$ cat src/rtl/mealey_decim_avg_if.sv
// Sample/result stream bundle between the Mealy stage, the block averager and its consumer.
interface mealey_decim_avg_if #(
    parameter int unsigned DATA_W = 9
);
    logic signed [DATA_W-1:0] in_data;
    logic                     in_valid;
    logic                     in_ready;
    logic                     clr;
    logic signed [DATA_W-1:0] out_data;
    logic                     out_valid;
    logic                     out_ready;
    logic [7:0]               blk_cnt;

    modport master (
        output in_data, in_valid, clr, out_ready,
        input  in_ready, out_data, out_valid, blk_cnt
    );

    modport slave (
        input  in_data, in_valid, clr, out_ready,
        output in_ready, out_data, out_valid, blk_cnt
    );
endinterface

$ cat src/rtl/mealey_decim_avg.sv
// Block averager: sums 2**DECIM_LOG2 signed samples, floors the mean and queues it
// in a 2-entry FIFO so a slow consumer back-pressures the sample stream.
module mealey_decim_avg #(
    parameter int unsigned DECIM_LOG2 = 2,
    parameter int unsigned DATA_W     = 9
) (
    input  logic               system1000,
    input  logic               system1000_rstn,
    mealey_decim_avg_if.slave  bus
);
    localparam int unsigned           ACC_W    = DATA_W + DECIM_LOG2;
    localparam logic [DECIM_LOG2-1:0] CNT_LAST = '1;

    typedef enum logic [1:0] {
        EMPTY = 2'd0,
        ONE   = 2'd1,
        FULL  = 2'd2
    } fifo_state_t;

    fifo_state_t              state_q, state_d;
    logic signed [ACC_W-1:0]  acc_q, acc_d;
    logic [DECIM_LOG2-1:0]    cnt_q, cnt_d;
    logic signed [DATA_W-1:0] head_q, head_d;
    logic signed [DATA_W-1:0] tail_q, tail_d;
    logic [7:0]               blk_cnt_q, blk_cnt_d;

    logic signed [ACC_W-1:0]  in_sext;
    logic signed [ACC_W-1:0]  blk_sum;
    logic signed [DATA_W-1:0] avg;
    logic                     in_ready;
    logic                     out_valid;
    logic                     accept;
    logic                     last;
    logic                     push;
    logic                     pop;

    // Ready only depends on registered state, so it never waits on out_ready.
    assign in_ready  = (cnt_q != CNT_LAST) || (state_q != FULL);
    assign out_valid = (state_q != EMPTY);
    assign accept    = bus.in_valid & in_ready;
    assign last      = (cnt_q == CNT_LAST);
    assign push      = accept & ~bus.clr & last;
    assign pop       = out_valid & bus.out_ready;

    assign in_sext = ACC_W'($signed(bus.in_data));
    assign blk_sum = acc_q + in_sext;
    assign avg     = DATA_W'(blk_sum >>> DECIM_LOG2);

    assign bus.in_ready  = in_ready;
    assign bus.out_valid = out_valid;
    assign bus.out_data  = head_q;
    assign bus.blk_cnt   = blk_cnt_q;

    // Accumulator and block position; clr restarts the block, optionally seeded by the sample.
    always_comb begin
        acc_d     = acc_q;
        cnt_d     = cnt_q;
        blk_cnt_d = blk_cnt_q;
        if (bus.clr) begin
            acc_d = accept ? in_sext : '0;
            cnt_d = accept ? DECIM_LOG2'(1) : '0;
        end else if (accept) begin
            if (last) begin
                acc_d     = '0;
                cnt_d     = '0;
                blk_cnt_d = blk_cnt_q + 8'd1;
            end else begin
                acc_d = blk_sum;
                cnt_d = cnt_q + DECIM_LOG2'(1);
            end
        end
    end

    // Output FIFO occupancy; head_q is always the presented result.
    always_comb begin
        state_d = state_q;
        head_d  = head_q;
        tail_d  = tail_q;
        case (state_q)
            EMPTY: begin
                if (push) begin
                    head_d  = avg;
                    state_d = ONE;
                end
            end
            ONE: begin
                case ({push, pop})
                    2'b11: head_d = avg;
                    2'b10: begin
                        tail_d  = avg;
                        state_d = FULL;
                    end
                    2'b01: state_d = EMPTY;
                    default: ;
                endcase
            end
            FULL: begin
                if (pop) begin
                    head_d  = tail_q;
                    state_d = ONE;
                end
            end
            default: state_d = EMPTY;
        endcase
    end

    always_ff @(posedge system1000 or negedge system1000_rstn) begin
        if (!system1000_rstn) begin
            state_q   <= EMPTY;
            acc_q     <= '0;
            cnt_q     <= '0;
            head_q    <= '0;
            tail_q    <= '0;
            blk_cnt_q <= '0;
        end else begin
            state_q   <= state_d;
            acc_q     <= acc_d;
            cnt_q     <= cnt_d;
            head_q    <= head_d;
            tail_q    <= tail_d;
            blk_cnt_q <= blk_cnt_d;
        end
    end
endmodule

$ cat src/flat_wrapper.sv
// flat-port wrapper written by rule: the top's interface ports become plain ports
module mealey_decim_avg_flat 
#(
    parameter int unsigned DECIM_LOG2 = 2,
    parameter int unsigned DATA_W     = 9
)
  (system1000, system1000_rstn, bus_in_data, bus_in_valid, bus_clr, bus_out_ready, bus_in_ready, bus_out_data, bus_out_valid, bus_blk_cnt);
  mealey_decim_avg_if #(.DATA_W(DATA_W)) bus_i ();
  input  logic system1000;
  input  logic system1000_rstn;
  input wire logic [$bits(bus_i.in_data)-1:0] bus_in_data;
  input wire logic [$bits(bus_i.in_valid)-1:0] bus_in_valid;
  input wire logic [$bits(bus_i.clr)-1:0] bus_clr;
  input wire logic [$bits(bus_i.out_ready)-1:0] bus_out_ready;
  output wire logic [$bits(bus_i.in_ready)-1:0] bus_in_ready;
  output wire logic [$bits(bus_i.out_data)-1:0] bus_out_data;
  output wire logic [$bits(bus_i.out_valid)-1:0] bus_out_valid;
  output wire logic [$bits(bus_i.blk_cnt)-1:0] bus_blk_cnt;
  assign bus_i.in_data = bus_in_data;
  assign bus_i.in_valid = bus_in_valid;
  assign bus_i.clr = bus_clr;
  assign bus_i.out_ready = bus_out_ready;
  assign bus_in_ready = bus_i.in_ready;
  assign bus_out_data = bus_i.out_data;
  assign bus_out_valid = bus_i.out_valid;
  assign bus_blk_cnt = bus_i.blk_cnt;
  mealey_decim_avg #(.DECIM_LOG2(DECIM_LOG2), .DATA_W(DATA_W)) u_core (.system1000(system1000), .system1000_rstn(system1000_rstn), .bus(bus_i));
endmodule
$ cat config.mk
export PLATFORM = sky130hd
export DESIGN_NAME = mealey_decim_avg_flat
export DESIGN_NICKNAME = d
export VERILOG_FILES = /design/src/rtl/mealey_decim_avg_if.sv /design/src/rtl/mealey_decim_avg.sv /design/src/flat_wrapper.sv
export SDC_FILE = /design/constraint.sdc
export NUM_CORES = 1
export LEC_CHECK = 0
export BUFFER_PORTS_ARGS = -buffer_cell sky130_fd_sc_hd__buf_4
export CORE_MARGIN = 4
export CORE_UTILIZATION = 55
export DETAILED_ROUTE_END_ITERATION = 8
export PLACE_DENSITY = 0.77
export SKIP_CTS_REPAIR_TIMING = 1
export SYNTH_ARGS = -nofsm -noshare
export SYNTH_HDL_FRONTEND = slang
export SYNTH_SLANG_ARGS = --single-unit
$ cat constraint.sdc
create_clock -name system1000 -period 3.3 [get_ports system1000]
set_input_delay 0.33 -clock system1000 [delete_from_list [all_inputs] [get_ports system1000]]
set_output_delay 0.33 -clock system1000 [all_outputs]
set_load 0.01 [all_outputs]
# == Word-level counts from Yosys, hierarchy flattened ==
# Cells that the tools add are included.
# op_classes
add_sub_neg,3
n_eq_ne,12
n_mux,16
n_bitwise,5
reduce_logical,9
# ops
op,n
$mux 11,4
$mux 9,3
$pmux 9 s3,1
$add 11x9->11,1
$mux 2,5
$add 8x1->8 const B,1
$eq 2x2->1 const B,4
$ne 2x2->1 const B,3
$pmux 2 s3,1
$reduce_and 3->1,2
$and 1x1->1,4
$eq 2x1->1 const B,2
$ne 2x1->1 const B,2
$pmux 2 s2,1
$reduce_and 4->1,1
$reduce_bool 2->1,2
$ne 3x2->1 const B,1
$reduce_bool 3->1,1
$add 2x1->2 const B,1
$logic_not 2->1,1
$reduce_and 2->1,1
$logic_or 1x1->1,1
$mux 1,1
$not 1->1,1
# word_totals
reg_bits,41
in_bits,14
output_inout_bits,19
elab_cells,51

# == Longest topological paths before layout ==
# depth
ltp_word,8
ltp_mapped,9
ltp_nobuf,9

# == Worst setup path after synthesis ==
# No wires, ideal clock.
# synth_path
kind,reg2reg
from,register u_core.acc_q[0]
to,register u_core.acc_q[8]
setup_ns,0.126
t_arrival_ns,1.989
required_time_ns,3.174
setup_slack_ns,1.184
path_stages_with_launch,10
path_buffers,0
synth_period_minus_slack_ns,2.116
path_cell_list,dfrtp_1 ha_1 inv_1 fa_1 nor2b_1 o211ai_1 a21boi_0 o21ai_0 o211a_1 a221o_1
# synth_between
elab_chain_cells,4
# synth_lines
element,line,rtl
from (decl),mealey_decim_avg.sv:21,"logic signed [ACC_W-1:0] acc_q, acc_d;"
from (signal assigned),mealey_decim_avg.sv:110,acc_q <= '0;
from (signal assigned),mealey_decim_avg.sv:117,acc_q <= acc_d;
$add 11x9->11,mealey_decim_avg.sv:46,assign blk_sum = acc_q + in_sext;
$mux 11,mealey_decim_avg.sv:63,if (last) begin
$mux 11,mealey_decim_avg.sv:62,end else if (accept) begin
$mux 11,mealey_decim_avg.sv:59,if (bus.clr) begin
# No other way between the ends. The select of a mux whose other input is x is not followed.
# A chain may end at the register's enable or synchronous reset.

# == Worst setup path after layout ==
# Ends and elaborated chain as after synthesis.

==> flow_metrics.py <==
metrics = {
    "synth": {
        "avgSynthCellArea_sq_um": 9.721,
        "synthDistinctLibCells": 42,
        "synth_commonest_cells": "41 x dfrtp_1, 28 x nand2_1, 22 x a21oi_1, 18 x o21ai_0, 13 x nand3_1",
        "synthesis.nets": 257,
        "ys_top_cells_by_area": "dfrtp_1 46%, ha_1 6.7%, a21oi_1 4.9%",
        "synth_seq_cells": 41,
        "netlist_area_sq_um": 2236,
        "synth-edff-count": 0,
        "synth_top_area_share_pct": 45.89,
        "ys_warn_count": 0,
        "synthCells": 230,
        "synth_top_area_cell": "dfrtp_1",
        "ys_seq_area_share_pct": 45.89,
        "yosysMostFrequentCell": "dfrtp_1",
        "async_flop_share_pct": 100.0,
        "synthFlopType": "dfrtp_1",
    },
    "clocking": {
        "cts.sinks": 41,
        "tritoncts": "yes",
        "cts_buffers": 5,
        "clk_path_buf_depth": 2,
        "root_buffer": "clkbuf_8",
        "h-tree-depth": 2,
        "clk_latency_ns": 0.29,
        "path_clk_slew_ns": 0.08,
    },
    "drt": {
        "via_per_inst": 5.747,
        "wl_met3_um": 235,
        "drtIter0Drc": 152,
        "m1WireLength_mm": 2.323,
        "met2WireLength_mm": 2.198,
        "route.detailed.drc": 0,
        "routed_wl_mm": 4.813,
        "post_drt_wl_per_cell_um": 15.43,
        "vias": 1793,
        "firstDrtPassIters": 4,
        "maxUsedRoutingLayer": "met4",
        "postRouteAntennaNets": 0,
    },
    "setup_path": {
        "critPathLaunchType": "flip-flop",
        "rrSetupSlack_ns": 0.95,
        "critPathMaxStageDelay_ns": 0.39,
        "arrival_ns": 2.53,
        "path_delay_family": "compound AO/OA/AOI/OAI gates",
        "end_kind": "flip-flop",
        "path_class": "reg2reg",
        "cp_num_buf_inv": 1,
        "path_cells": "ha_1 > inv_1 > fa_1 > nor2b_1 > o211ai_1 > a21boi_0 > o21ai_0 > o211a_1 > a221o_1",
        "worstPathMaxFanout": 4,
        "worstPathRequired_ns": 3.48,
        "slowest_stage": "fa_1",
    },
    "die": {
        "die_area_sq_um": 5150,
        "io-pin-count": 33,
        "core-area_sq_um": 3799,
        "rows": 22,
        "die_h_um": 71.76,
        "initial_core_util_pct": 58.86,
        "die_w_um": 71.76,
    },
    "power": {
        "p_int_uw": 1092,
        "leakage_uw": 0.001270,
        "p_clk_share_pct": 26.3,
        "seqPwrFrac_pct": 41.1,
        "vdd_ir_drop_max_uv": 330.0,
        "pwr-share-comb_pct": 32.6,
        "p_per_area_nw_per_um2": 614.4,
        "swShare_pct": 32.37,
        "switchingPower_uw": 522.8,
    },
    "timing": {
        "relSlewSlack_pct": 65.73,
        "fin_crit_sh_pct": 71.31,
        "min_period_ns": 2.353,
        "fin_skew_ns": 0.006629,
        "worst_pin_slew_ns": 0.5140,
        "finalMaxSlewViolations": 0,
        "hold_violations": 3,
        "fmaxAchievable_ghz": 0.4250,
        "whs_ns": -0.0002200,
        "setup_violations": 0,
        "finalSetupTns_ns": 0,
        "rsz0062_at_grt": "no",
    },
    "hold_path": {
        "hold_class": "in2async",
    },
    "global_route": {
        "grt.overflow.total": 0,
        "antenna_found_initial": 0,
        "grt_max_degree": 42,
        "grt_usage_pct": 20.37,
        "grt_pass1_vias": 1803,
        "grt_pass1_wl_mm": 8.266,
    },
    "outcome": {
        "status": "finished, violations left",
        "violations": "hold timing",
    },
    "final_layout": {
        "drive_above_1_share_pct": 19.70,
        "syn_to_final_growth_pct": 17.57,
        "fin_nets": 290,
        "n_antenna_cell": 0,
        "final_util_pct": 69.20,
    },
    "placed_design": {
        "place.gp.congestion": 0.8106,
        "io_buffer_count": 32,
        "dpl.hpwl_mm": 3.534,
    },
    "flow_run": {
        "cap_viol_max_count": 0,
    },
}
worst register-to-register path, cell delays in order (launching register included):
cell and delay, ns:
dfrtp_1 0.37, ha_1 0.19, inv_1 0.06, fa_1 0.39, nor2b_1 0.17, o211ai_1 0.12
a21boi_0 0.31, o21ai_0 0.13, o211a_1 0.16, a221o_1 0.35
final timing paths:
path / endpoint / start / depth (start not counted)
worst max-delay path: u_core.acc_q[8] / u_core.acc_q[0] / 9
worst min-delay path: u_core.bus.out_data[1] / system1000_rstn / 1
worst max register to register: u_core.acc_q[8] / u_core.acc_q[0] / 9
worst min register to register: u_core.bus.blk_cnt[7] / u_core.bus.blk_cnt[7] / 1
max in group asynchronous: u_core.acc_q[10] / system1000_rstn / 1
min in group system1000: u_core.acc_q[2] / bus_in_data[2] / 3
flip-flops by register name, indices dropped and copies added, names as in the netlist:
signal	cells
u_core.acc_q	11
u_core.bus.out_data	9
u_core.tail_q	9
u_core.bus.blk_cnt	8
u_core.cnt_q	2
u_core.state_q	2
cell families (layout without fill, tap and decap cells):
kind of cell	after synthesis	count (layout)	synth area share, %
AOI/OAI and AO/OA	63	63	17.29
xor gates and xnor gates	15	15	5.876
adders and majority gates	13	13	7.610
buffers and inverters	14	48	2.742
DFF	41	41	45.89
muxes	6	6	2.966
and+or+nand+nor	78	78	17.63
area by class of cell:
class | count | area, sq um
Clock inverter | 2 | 37.54
Inverter | 7 | 26.28
Fill cell | 305 | 1170
Tap cell | 48 | 60.06
Clock buffer | 6 | 82.58
Timing Repair Buffer | 33 | 247.7
Sequential cell | 41 | 1026
Multi-Input combinational cell | 175 | 1149
stage by stage:
step	area [sq um]	cells	hold slack, ns	worst slack, ns	total power [uW]
after floorplan	2236	230	0.03441	1.184	979.4
after global placement	2509	304	0.3414	0.9694	1183
after detailed placement	2509	304	0.3428	0.8841	1200
after CTS	2629	312	0.01952	0.9523	1626
after global routing	2629	312	0.04774	0.7428	1727
final	2629	312	-0.0002200	0.9468	1615
cell usage in the layout, fill, tap and decap left out, types with 8 or more instances in the layout:
cell,n
nand2_1,28
nand3_1,13
a21oi_1,22
dfrtp_1,41
nor2_1,11
and3_1,8
o21ai_0,18
ha_1,12
buf_4,33
xnor2_1,11
metal layers:
| metal | vias to the layer above | track usage [%] |
|---|---|---|
| met3 | 5 | 3.366 |
| li1 | 898 | - |
| met2 | 39 | 31.22 |
| met4 | 0 | 8.142 |
| met1 | 851 | 28.70 |
| met5 | - | 0 |
power groups by stage:
stage / registers, uW / clock network (uW) / logic, uW
after global routing: 678 / 456 / 593
after CTS: 665 / 432 / 528
final: 663 / 425 / 526
after detailed placement: 675 / 0 / 525
after floorplan: 694 / 0 / 285
after global placement: 670 / 0 / 513
Note: power is estimated with default switching activity, not from simulation.
